File: src/rtl/instruction_queue_pkg.sv
// Shared types and decode helpers for the fetch front end.
package instruction_queue_pkg;

    typedef enum logic [1:0] {
        IQ_IDLE = 2'd0,
        IQ_WAIT = 2'd1,
        IQ_DROP = 2'd2
    } iq_state_e;

    localparam logic [6:0] JALOP = 7'b1101111;

    // J-type immediate from inst[31:12]: sign-extended, bit0 forced to 0
    function automatic logic [31:0] j_imm(input logic [19:0] hi);
        return {{12{hi[19]}}, hi[7:0], hi[8], hi[18:9], 1'b0};
    endfunction

endpackage

File: src/rtl/instruction_queue.sv
// Fetch front end: owns the fetch PC, one outstanding ICache request,
// and a circular FIFO of {inst, PC} pairs presented to the decoder.
module instruction_queue
    import instruction_queue_pkg::*;
#(
    parameter int IQ_SIZE_LOG = 4
) (
    input  logic        clk_in,
    input  logic        rst_in,
    input  logic        rdy_in,
    output logic        IC_flag,
    output logic [31:0] IC_PC,
    input  logic        IC_done,
    input  logic [31:0] IC_inst,
    output logic        IQ_flag,
    output logic [31:0] IQ_inst,
    output logic [31:0] IQ_PC,
    input  logic        Dec_flag,
    input  logic        ROB_clear,
    input  logic [31:0] ROB_PC
);

    localparam int DEPTH = 1 << IQ_SIZE_LOG;
    localparam int CW    = IQ_SIZE_LOG + 1;

    localparam logic [CW-1:0]          CNT_FULL = CW'(DEPTH);
    localparam logic [CW-1:0]          CNT_ONE  = CW'(1);
    localparam logic [IQ_SIZE_LOG-1:0] PTR_ONE  = IQ_SIZE_LOG'(1);

    logic [31:0] inst_q [DEPTH];
    logic [31:0] pc_q   [DEPTH];

    logic [IQ_SIZE_LOG-1:0] head_q, head_d;
    logic [IQ_SIZE_LOG-1:0] tail_q, tail_d;
    logic [CW-1:0]          count_q, count_d;

    iq_state_e   state_q;
    logic        ic_flag_q;
    logic [31:0] ic_pc_q;
    logic [31:0] fetch_pc_q;

    logic        pop;
    logic        push;
    logic [31:0] next_pc;

    assign IQ_flag = (count_q != '0) && !ROB_clear;
    assign IQ_inst = inst_q[head_q];
    assign IQ_PC   = pc_q[head_q];
    assign IC_flag = ic_flag_q;
    assign IC_PC   = ic_pc_q;

    assign pop  = IQ_flag && Dec_flag;
    assign push = (state_q == IQ_WAIT) && IC_done && !ROB_clear;

    // Static prediction: only JAL redirects, everything else falls through
    assign next_pc = fetch_pc_q
                   + ((IC_inst[6:0] == JALOP) ? j_imm(IC_inst[31:12])
                                              : 32'd4);

    always_comb begin
        head_d  = head_q;
        tail_d  = tail_q;
        count_d = count_q;
        if (ROB_clear) begin
            head_d  = '0;
            tail_d  = '0;
            count_d = '0;
        end else begin
            if (pop) begin
                head_d = head_q + PTR_ONE;
            end
            if (push) begin
                tail_d = tail_q + PTR_ONE;
            end
            unique case (1'b1)
                push && !pop: count_d = count_q + CNT_ONE;
                pop && !push: count_d = count_q - CNT_ONE;
                default:      count_d = count_q;
            endcase
        end
    end

    always_ff @(posedge clk_in) begin
        if (rst_in) begin
            head_q  <= '0;
            tail_q  <= '0;
            count_q <= '0;
        end else if (rdy_in) begin
            head_q  <= head_d;
            tail_q  <= tail_d;
            count_q <= count_d;
        end
    end

    always_ff @(posedge clk_in) begin
        if (!rst_in && rdy_in && push) begin
            inst_q[tail_q] <= IC_inst;
            pc_q[tail_q]   <= fetch_pc_q;
        end
    end

    always_ff @(posedge clk_in) begin
        if (rst_in) begin
            state_q    <= IQ_IDLE;
            ic_flag_q  <= 1'b0;
            ic_pc_q    <= '0;
            fetch_pc_q <= '0;
        end else if (!rdy_in) begin
            // Keep the request a single-cycle pulse across a stall
            ic_flag_q <= 1'b0;
        end else begin
            ic_flag_q <= 1'b0;
            if (ROB_clear) begin
                fetch_pc_q <= ROB_PC;
                if (state_q != IQ_IDLE && IC_done) begin
                    state_q <= IQ_IDLE;
                end else if (state_q == IQ_WAIT) begin
                    state_q <= IQ_DROP;
                end
            end else begin
                unique case (state_q)
                    IQ_IDLE: begin
                        if (count_q < CNT_FULL) begin
                            ic_flag_q <= 1'b1;
                            ic_pc_q   <= fetch_pc_q;
                            state_q   <= IQ_WAIT;
                        end
                    end
                    IQ_WAIT: begin
                        if (IC_done) begin
                            fetch_pc_q <= next_pc;
                            state_q    <= IQ_IDLE;
                        end
                    end
                    IQ_DROP: begin
                        if (IC_done) begin
                            state_q <= IQ_IDLE;
                        end
                    end
                    default: state_q <= IQ_IDLE;
                endcase
            end
        end
    end

endmodule
File: config.mk
export PLATFORM = sky130hd
export DESIGN_NAME = instruction_queue
export DESIGN_NICKNAME = d
export VERILOG_FILES = /design/src/rtl/instruction_queue_pkg.sv /design/src/rtl/instruction_queue.sv
export SDC_FILE = /design/constraint.sdc
export NUM_CORES = 1
export LEC_CHECK = 0
export CAP_MARGIN = 25
export CORE_ASPECT_RATIO = 1.1
export CORE_MARGIN = 2
export CORE_UTILIZATION = 57
export CTS_CLUSTER_SIZE = 40
export DETAILED_ROUTE_END_ITERATION = 8
export DONT_BUFFER_PORTS = 1
export PLACE_DENSITY = 0.74
export SETUP_SLACK_MARGIN = 0.2
export SLEW_MARGIN = 30
export SYNTH_ARGS = -nofsm -noshare
export SYNTH_HDL_FRONTEND = slang
export SYNTH_SLANG_ARGS = --single-unit
File: constraint.sdc
create_clock -name clk_in -period 7.6 [get_ports clk_in]
set_input_delay 1.52 -clock clk_in [delete_from_list [all_inputs] [get_ports clk_in]]
set_output_delay 1.52 -clock clk_in [all_outputs]
set_load 0.02 [all_outputs]
==> impl_metrics.toml <==
[routing]
routed_wl_um = 100000
vias = 21612
post_drt_wl_per_cell_um = 30.7
drcViolationCount = 0
ant_nets = 0
first_iter_violations = 2566
routed_via_density = 6.62
first_pass_iters = 5

[cells_and_area]
final_cell_count_no_fill = 3263
finalNetCount = 2248
drive_gt1_share_pct = 25.3
finalCoreUtilization_pct = 63.9
syn_to_final_growth_pct = 11.3
final_area_um2 = 48500

[yosys]
ys_ff_latch = 1108
synth_async_sr_flop_share_pct = 0
synth.cell_area_um2 = 43600
netlist_instances = 2119
synthXorXnorAreaFrac_pct = 0.342
synth_adder_area_share_pct = 0.925
avgSynthCellArea_um2 = 20.6
synth_top_area_share_pct = 70.6
synthFlopType = "edfxtp_1"
synth_cell_types = 68
synth.net_count = 2220
synth_top_area_cell = "edfxtp_1"
synth_edf_count = 1024
synthTopCellsByArea = "edfxtp_1, mux4_2, dfxtp_1"
synth_seq_area_share_pct = 74.4
netlist_top_cells_count = "edfxtp_1, mux4_2, nand2_1"
synth-simple-area-share_pct = 3.56
ys.warnings.count = 0
synth_compound_area_share_pct = 2.58
synth_mux_area_share_pct = 16.9
synth_top_family_by_area = "multiplexers"
synth.most_common_cell = "edfxtp_1"

[clock_network]
cts_resized = 0
cts-htree-levels = 3
cts.clk_slew.worst_paths_ns = 0.06
numCtsBuffers = 105
cts.path.max_buffers = 3
cts_tree = "done"
root_buffer = "clkbuf_16"
holdBufCountCts = 0
cts_sinks = 1108
clock_latency_ns = 0.68
cts_setup_buffers = 0

[setup_path]
cp-end-kind = "output port"
path_cells = "buf_12 > mux4_2 > mux4_2"
worstSetupPathType = "reg2out"
cp-start-kind = "flop"
critical-path-max-stage-delay_ns = 0.74
crit_required_ns = 6.08
slowest_stage = "dfxtp_4"
cp.arrival_ns = 3.41
critPathMaxFanout = 159
path_delay_family = "multiplexers"
critPathBufInv = 1
cpMostUsedCell = "mux4_2"

[die]
core.rowCount = 106
io_pins = 168
initial_core_util_pct = 57.4
die_h_um = 294
die_x_um = 268
die_area_um2 = 78700
core-area_um2 = 75900

[sta]
worstMarginPinSlew_ns = 1.06
worst_hold_slack_ns = 0.512
clock_skew_ns = 0.0251
drv_slew = 0
rsz0062_at_grt = "false"
period_share_pct = 64.9
tns_ns = 0
fmax_ghz = 0.203
fin_ws_ns = 2.67
setup_viol = 0
min_period_ns = 4.93
hold_viol = 0
max_slew_margin_pct = 29.3

[run_status]
status = "complete, no violations"

[pwr]
p_leak_nw = 14.7
irDropWorstVdd_mv = 0.172
powerDensity_nw_per_um2 = 249
fin_total_pwr_mw = 12.1

[global_routing]
grt_max_degree = 160
grt.total_usage_pct = 26.1
grt_overflow_total = 0
grt_pass1_wl_um = 148000
grt_pass1_vias = 21961
antenna_found_initial = 9

[placement]
portBuffers = 0
place.gp.congestion = 0.879
post-place-ws_ns = 2.27
hpwl_um = 56000
placed_cells = 3063
dpl-instance-area_um2 = 45000

[job]
max_cap_viol_count = 0

[hold_path]
holdCritPathClass = "reg2reg"
## layout make-up
cell class	instances	area, um^2
timing repair buffer	46	539
sequential	1108	32500
clock inverter	67	614
multi-input combinational	870	10800
fill	4954	27400
tap	1026	1280
antenna	1	2.50
clock buffer	129	2780
inverter	16	60.1
## report_power, final
part | switching [mW] | internal (mW)
registers | 0.0877 | 6.69
logic | 0.107 | 0.0715
clock network | 2.23 | 2.91
total | 2.43 | 9.67
## layout by cell type (no fill, tap or decap), types with 21 or more instances in the layout
| master | n |
|---|---|
| edfxtp_1 | 1024 |
| mux4_2 | 320 |
| nand2_1 | 117 |
| clkbuf_16 | 105 |
| dfxtp_1 | 75 |
| a21oi_1 | 70 |
| nor2_1 | 53 |
| buf_4 | 34 |
| ha_1 | 29 |
| clkinv_1 | 22 |
| o21ai_0 | 21 |
## worst paths after layout
path                      startpoint                 endpoint  slack [ns]  cells past startpoint
max                             flop                IQ_PC[20]        2.67                      3
max reg2reg  state_q[1]$_SDFFE_PP0P_  inst_q[7][27]$_DFFE_PP_        3.33                      8
min reg2reg  state_q[1]$_SDFFE_PP0P_  state_q[1]$_SDFFE_PP0P_        0.51                      2
min          state_q[1]$_SDFFE_PP0P_  state_q[1]$_SDFFE_PP0P_        0.51                      2
## metal layers
metal	GRT usage, %	share of wire (%)
met3	4.89	9.2
met2	41.8	49
met5	0	0
met1	37.0	38
met4	8.57	3.0
## sequential cells by signal, summed over array words and instances (netlist names), named ones only
| register | cells |
|---|---|
| inst_q | 512 |
| pc_q | 512 |
| IC_PC | 32 |
| fetch_pc_q | 32 |
| count_q | 5 |
| head_q | 4 |
| tail_q | 4 |
| state_q | 2 |
| IC_flag | 1 |
## logic make-up after synthesis
family,after synthesis
flops,1108
mux,336
simple gates,316
compound gates,170
buf+inv,141
fa+ha+maj,31
xor+xnor,17
## worst register-to-register path, cell delays in order (launching register included)
cell and delay (ns):
dfxtp_1 0.31, inv_1 0.08, ha_1 0.19, a21oi_1 0.12
nand2b_2 0.59, nor3_1 0.66, nand2_1 0.40, nor2_4 0.71
buf_4 0.81
Power figures use the tool's default switching activity.
